`config.mk`:
```
export PLATFORM = sky130hd
export DESIGN_NAME = hazard_stall_ctrl
export DESIGN_NICKNAME = d
export VERILOG_FILES = /design/src/rtl/hazard_stall_ctrl.sv
export SDC_FILE = /design/constraint.sdc
export NUM_CORES = 1
export LEC_CHECK = 0
export ABC_AREA = 1
export BUFFER_PORTS_ARGS = -buffer_cell sky130_fd_sc_hd__buf_2
export CELL_PAD_IN_SITES_DETAIL_PLACEMENT = 1
export CELL_PAD_IN_SITES_GLOBAL_PLACEMENT = 1
export CORE_AREA = 2 2 63 65
export CTS_BUF_LIST = sky130_fd_sc_hd__clkbuf_8
export DETAILED_ROUTE_END_ITERATION = 6
export DIE_AREA = 0 0 65 67
export GPL_TIMING_DRIVEN = 0
export PLACE_DENSITY_LB_ADDON = 0.1
export RECOVER_POWER = 25
export SYNTH_ARGS = -nofsm -noshare
export SYNTH_HDL_FRONTEND = slang
export SYNTH_SLANG_ARGS = --single-unit
```
`constraint.sdc`:
```
create_clock -name clock -period 2.7 [get_ports clock]
set_input_delay 0 -clock clock [delete_from_list [all_inputs] [get_ports clock]]
set_output_delay 0 -clock clock [all_outputs]
set_load 0.01 [all_outputs]
```
`src/rtl/hazard_stall_ctrl.sv`:
```
// Hazard controller for the 5-stage core: sequences the multi-cycle mult/div
// unit from X and stalls on load-use hazards that forwarding cannot resolve.
module hazard_stall_ctrl #(
    parameter int MAX_MD_CYCLES = 40,
    parameter int CNT_W         = 6
) (
    input  logic        clock,
    input  logic        reset,
    input  logic [31:0] irFD,
    input  logic [31:0] irDX,
    input  logic        multdivReady,
    input  logic        multdivException,
    output logic        pcEn,
    output logic        fdEn,
    output logic        dxEn,
    output logic        dxNop,
    output logic        xmNop,
    output logic        ctrlMult,
    output logic        ctrlDiv,
    output logic        xmSelMultdiv,
    output logic        mdExc,
    output logic        mdBusy
);

    localparam logic [4:0] OP_R    = 5'b00000;
    localparam logic [4:0] OP_LW   = 5'b01000;
    localparam logic [4:0] OP_SW   = 5'b00111;
    localparam logic [4:0] ALU_MUL = 5'b00110;
    localparam logic [4:0] ALU_DIV = 5'b00111;
    localparam logic [CNT_W-1:0] CNT_LAST = CNT_W'(MAX_MD_CYCLES - 1);

    typedef enum logic [1:0] {
        S_IDLE,
        S_BUSY,
        S_DONE
    } state_t;

    state_t           r_state;
    state_t           w_state_nxt;
    logic [CNT_W-1:0] r_cnt;
    logic [CNT_W-1:0] w_cnt_nxt;
    logic             r_exc;
    logic             w_exc_nxt;

    logic [4:0] w_dx_op, w_dx_rd, w_dx_alu;
    logic [4:0] w_fd_op, w_fd_rd, w_fd_rs, w_fd_rt;
    logic       w_dx_mul, w_dx_div, w_dx_md;
    logic       w_load_use;
    logic       w_unused;

    assign w_dx_op  = irDX[31:27];
    assign w_dx_rd  = irDX[26:22];
    assign w_dx_alu = irDX[6:2];
    assign w_fd_op  = irFD[31:27];
    assign w_fd_rd  = irFD[26:22];
    assign w_fd_rs  = irFD[21:17];
    assign w_fd_rt  = irFD[16:12];
    assign w_unused = ^{irFD[11:0], irDX[21:7], irDX[1:0]};

    assign w_dx_mul = (w_dx_op == OP_R) && (w_dx_alu == ALU_MUL);
    assign w_dx_div = (w_dx_op == OP_R) && (w_dx_alu == ALU_DIV);
    assign w_dx_md  = w_dx_mul || w_dx_div;

    // A store reads its data register through the rd field, so it counts as a consumer.
    assign w_load_use = (w_dx_op == OP_LW) && (w_dx_rd != 5'd0) &&
                        ((w_fd_rs == w_dx_rd) ||
                         ((w_fd_op == OP_R)  && (w_fd_rt == w_dx_rd)) ||
                         ((w_fd_op == OP_SW) && (w_fd_rd == w_dx_rd)));

    always_ff @(posedge clock or posedge reset) begin
        if (reset) begin
            r_state <= S_IDLE;
            r_cnt   <= '0;
            r_exc   <= 1'b0;
        end else begin
            r_state <= w_state_nxt;
            r_cnt   <= w_cnt_nxt;
            r_exc   <= w_exc_nxt;
        end
    end

    always_comb begin
        w_state_nxt  = r_state;
        w_cnt_nxt    = r_cnt;
        w_exc_nxt    = r_exc;
        pcEn         = 1'b1;
        fdEn         = 1'b1;
        dxEn         = 1'b1;
        dxNop        = 1'b0;
        xmNop        = 1'b0;
        ctrlMult     = 1'b0;
        ctrlDiv      = 1'b0;
        xmSelMultdiv = 1'b0;
        mdExc        = 1'b0;
        mdBusy       = 1'b0;
        // While reset is held every detector is gated off and the enables stay open.
        if (!reset) begin
            unique case (r_state)
                S_IDLE: begin
                    if (w_dx_md) begin
                        ctrlMult    = w_dx_mul;
                        ctrlDiv     = w_dx_div;
                        pcEn        = 1'b0;
                        fdEn        = 1'b0;
                        dxEn        = 1'b0;
                        xmNop       = 1'b1;
                        w_state_nxt = S_BUSY;
                        w_cnt_nxt   = '0;
                        w_exc_nxt   = 1'b0;
                    end else if (w_load_use) begin
                        pcEn  = 1'b0;
                        fdEn  = 1'b0;
                        dxNop = 1'b1;
                    end
                end
                S_BUSY: begin
                    pcEn      = 1'b0;
                    fdEn      = 1'b0;
                    dxEn      = 1'b0;
                    xmNop     = 1'b1;
                    mdBusy    = 1'b1;
                    w_cnt_nxt = r_cnt + 1'b1;
                    if (multdivReady) begin
                        w_exc_nxt   = multdivException;
                        w_state_nxt = S_DONE;
                    end else if (r_cnt == CNT_LAST) begin
                        w_exc_nxt   = 1'b1;
                        w_state_nxt = S_DONE;
                    end
                end
                S_DONE: begin
                    xmSelMultdiv = 1'b1;
                    mdExc        = r_exc;
                    w_state_nxt  = S_IDLE;
                    if (w_load_use) begin
                        pcEn  = 1'b0;
                        fdEn  = 1'b0;
                        dxNop = 1'b1;
                    end
                end
                default: w_state_nxt = S_IDLE;
            endcase
        end
    end

endmodule

```
==> run summary <==
The flow ran to the end, and the final reports show no timing, DRC or antenna violations. The number of warnings printed during yosys synthesis is 0. The largest fanout on the critical path is 12. TritonCTS created 3 clock buffers. The library cell with the highest instance count after synthesis is sky130_fd_sc_hd__nand2_1.

The last weighted congestion value of the routability-driven placer is 0.8200. The via density per instance came out at 4.348. For the pin with the worst max-slew slack, the measured transition is 0.4368 ns.

The worst hold path belongs to the class primary input to flip-flop. The area of the core came out at 0.003606 mm2. The share of the synthesized area in compound gates (AO/OA/AOI/OAI) is 8.310%. The headroom to the max-slew limit is 70.85%. In the final layout, the share of cells above drive strength 1 is 30.15%. The count of endpoints failing hold in the final timing report came out at 0.

The post-synthesis cell area came out at 888.4 um2. The final total power came out at 0.4037 mW. The floorplan step defined a die boundary enclosing 0.004355 mm2.

For hold timing, the worst endpoint is r_exc. The length in cells of the worst reg-to-reg path came out at 4. Summed over all cells, the static leakage comes to 0.7233 nW. The maximum clock frequency came out at 0.5887 GHz. The average instance area after synthesis came out at 6.085 um2.

The arrival time at the worst endpoint came out at 1.70 ns. The overall fraction of global-route tracks in use is 13.65%. The clock network accounts for 38.8% of the total power.

Counting I/O delays and the setup requirement, the final critical path takes 1.699 ns. The initial antenna violation count came to 0. The die outline height came out at 67 um. Sorting the synthesized cells by how often they occur yields sky130_fd_sc_hd__nand2_1 (44), sky130_fd_sc_hd__inv_1 (23), sky130_fd_sc_hd__nor2_1 (20). Global routing finished with a remaining overflow of 0. The most critical setup path has its startpoint at reset. After clock tree synthesis, the clock-pin slew on the worst setup and hold paths is 0.05 ns. The worst register-to-register path begins at r_state[0]. The proportion of power drawn by flip-flops and latches is 37.7%. In this run, the combinational gates consume 23.5% of the power. TritonCTS built the clock tree.

The total number of placement rows is 22. In the synthesized netlist the dominant register cell turns out to be sky130_fd_sc_hd__dfrtp_1. Buffers placed on the I/O ports in this run total 48. The number of instances in the synthesized netlist came out at 146. The clock reaches the later pin of the worst-skew pair after 0.24 ns. The number of max-cap violations came out at 0. The cell count of the worst hold path is 3. Summed over its instances, the top area cell type makes up 25.35% of the synthesized netlist area. The total iterations of the first detailed-routing run is 2.

The repair_antennas step left the layout with diodes totalling 0. The setup TNS is 0 ns. The flip-flop and latch count after synthesis came out at 9. The number of nets produced by synthesis came out at 215.

The setup check on the worst reg-to-reg path leaves a slack of 1.34 ns. The number of global-route vias before repair is 1105. The worst flop-to-flop path endpoint is r_cnt[4]. Of the total synthesized cell area, the portion taken by full adders, half adders and majority gates is 1.408%. Data on the critical path is required at its endpoint by 2.70 ns. The number of flops mapped to enable cells by yosys is 0.

STA classifies the critical path startpoint as a primary input. The switching power share of the total came out at 28.91%. In the routed design, unresolved DRC markers number 0. The mux cell area share after synthesis is 0%. For this run, asynchronously set or reset flops after synthesis account for 100.0%.

Setup repair after global routing left no endpoint under its margin. The largest family of logic cells by synthesized area is simple AND/OR/NAND/NOR gates. The worst-case vdd ir drop is 0.0001009 V.

Clock tree synthesis selected as its root buffer the cell sky130_fd_sc_hd__clkbuf_8. Setup slack closes at 1.001 ns. The count of final max-slew check failures came out at 0. In this run the most critical hold path is launched from multdivException.

The share of the clock period used by the worst path is 62.92%. The post-detailed-route count of antenna-violating nets came out at 0. Of all cell types, the one taking the most synthesized area is sky130_fd_sc_hd__dfrtp_1. The placed cell area came out at 0.001189 mm2. The total power density per cell area came out at 325.0 mW/mm2.

The synthesized netlist contains 22 unique library cells. Entering global routing, the biggest net connects 13 pins. The global-route wire length before repair is 4.602 mm.

The synthesis-to-finish area growth came out at 39.86%. The final clock skew came out at 0.001511 ns. For this configuration, the core starts out at a cell density of 24.64%. The simple logic cell fraction of the synthesized area came out at 43.24%. In this run the power spent charging and discharging nets is 0.1167 mW. The worst setup path category is primary input to output pin. The sum of net half-perimeters after detailed placement is 2.299 mm. After detailed routing, the total wire length is 2.613 mm. The horizontal extent of the die came out at 65 um. The number of H-tree branching levels is 1. The area of all placed cells without fillers is 0.001242 mm2. For this design the top-level I/O count stands at 78. Prior to clock tree synthesis, the placed netlist has a worst setup slack of 1.413 ns.

The nature of the critical path endpoint is an output pin. The maximum clock insertion buffer count is 2. The register area share after synthesis came out at 25.35%. Ranked by total cell area, the synthesized netlist is headed by sky130_fd_sc_hd__dfrtp_1 (25%), sky130_fd_sc_hd__nand2_1 (19%), sky130_fd_sc_hd__inv_1 (9.7%), sky130_fd_sc_hd__nor2_1 (8.5%), sky130_fd_sc_hd__xor2_1 (6.9%). The number of instances resized during post-cts repair came out at 0. The average routed wire per standard cell came out at 10.58 um.

The final net count is 269. The final route contains 1074 vias. The parity-gate share of the synthesized area counting xor and xnor cells came out at 9.859%. The internal power of the cells totals 0.2870 mW. The first routing iteration left 33 violations. The core occupancy in the finished layout is 34.46%. Setup violations remaining at the end of the flow were counted as 0. The total number of clock tree sinks came out at 9.
==> repair_timing <==
item	CTS	global route
hold buffers	1	0
hold endpoints to repair	9	0
setup buffers	0	0
==> how the worst max path moves through the flow <==
stage,end,slack (ns)
2_1_floorplan,r_cnt[2],1.57
3_3_place_gp,r_cnt[2],1.43
3_5_place_dp,r_cnt[2],1.41
4_1_cts,ctrlDiv,0.96
5_1_grt,ctrlMult,0.81
6_report,ctrlDiv,1.00
==> placed cells by master (no fill, tap or decap), drive strengths merged, types with 2 or more instances in the layout <==
cell type and count:
xnor2 3, clkbuf 4, a21oi 3, or2 2
o21ai 6, inv 24, nand4 5, nor2 24
nand3 7, buf 49, xor2 7, dfrtp 9
o31ai 3, nor3 3, nand2 46
==> per-layer routing <==
metal | routed length [um] | track usage [%]
met1 | 1102 | 14.65
met5 | 0 | 0
met2 | 1334 | 25.90
met3 | 121 | 2.196
met4 | 54 | 6.383
==> flip-flops by register name, indices dropped and copies added, names as in the netlist <==
name	flops
r_cnt	6
r_exc	1
r_state	2
==> per-stage QoR <==
step           hold slack (ns)  cells
6_report               0.07606    247
2_1_floorplan          -0.1474    146
3_5_place_dp           0.05167    242
4_1_cts                0.08587    247
3_3_place_gp           0.05262    242
5_1_grt                 0.1104    247
==> worst max-delay path: stages <==
cell and delay [ns]:
sky130_fd_sc_hd__dlygate4sd3_1 0.53, sky130_fd_sc_hd__clkbuf_1 0.13, sky130_fd_sc_hd__inv_1 0.34, sky130_fd_sc_hd__nand3_1 0.12, sky130_fd_sc_hd__or2_2 0.35, sky130_fd_sc_hd__nor2_1 0.09, sky130_fd_sc_hd__buf_2 0.13
==> logic make-up (layout without fill, tap and decap cells) <==
group / count (synthesis) / count (layout)
simple gates: 88 / 88
compound gates: 13 / 13
fa+ha+maj: 1 / 1
flops: 9 / 9
xor+xnor: 10 / 10
buf+inv: 25 / 78
==> area by class of cell <==
class | count | area, um2
tap | 48 | 60.06
clock inverter | 1 | 3.754
timing repair buffer | 49 | 249.0
fill | 516 | 2364
buffer | 2 | 18.77
multi-input combinational | 112 | 558.0
inverter | 23 | 86.33
sequential | 9 | 225.2
clock buffer | 3 | 41.29
==> power groups by stage <==
stage | sequential (mW) | clock [mW] | combinational [mW]
floorplan | 0.151 | 0 | 0.0487
global placement | 0.154 | 0 | 0.0915
detailed placement | 0.154 | 0 | 0.0960
CTS | 0.152 | 0.161 | 0.0976
global route | 0.153 | 0.169 | 0.110
finish | 0.152 | 0.157 | 0.0948
No activity file was read; power rests on OpenSTA's default activity.
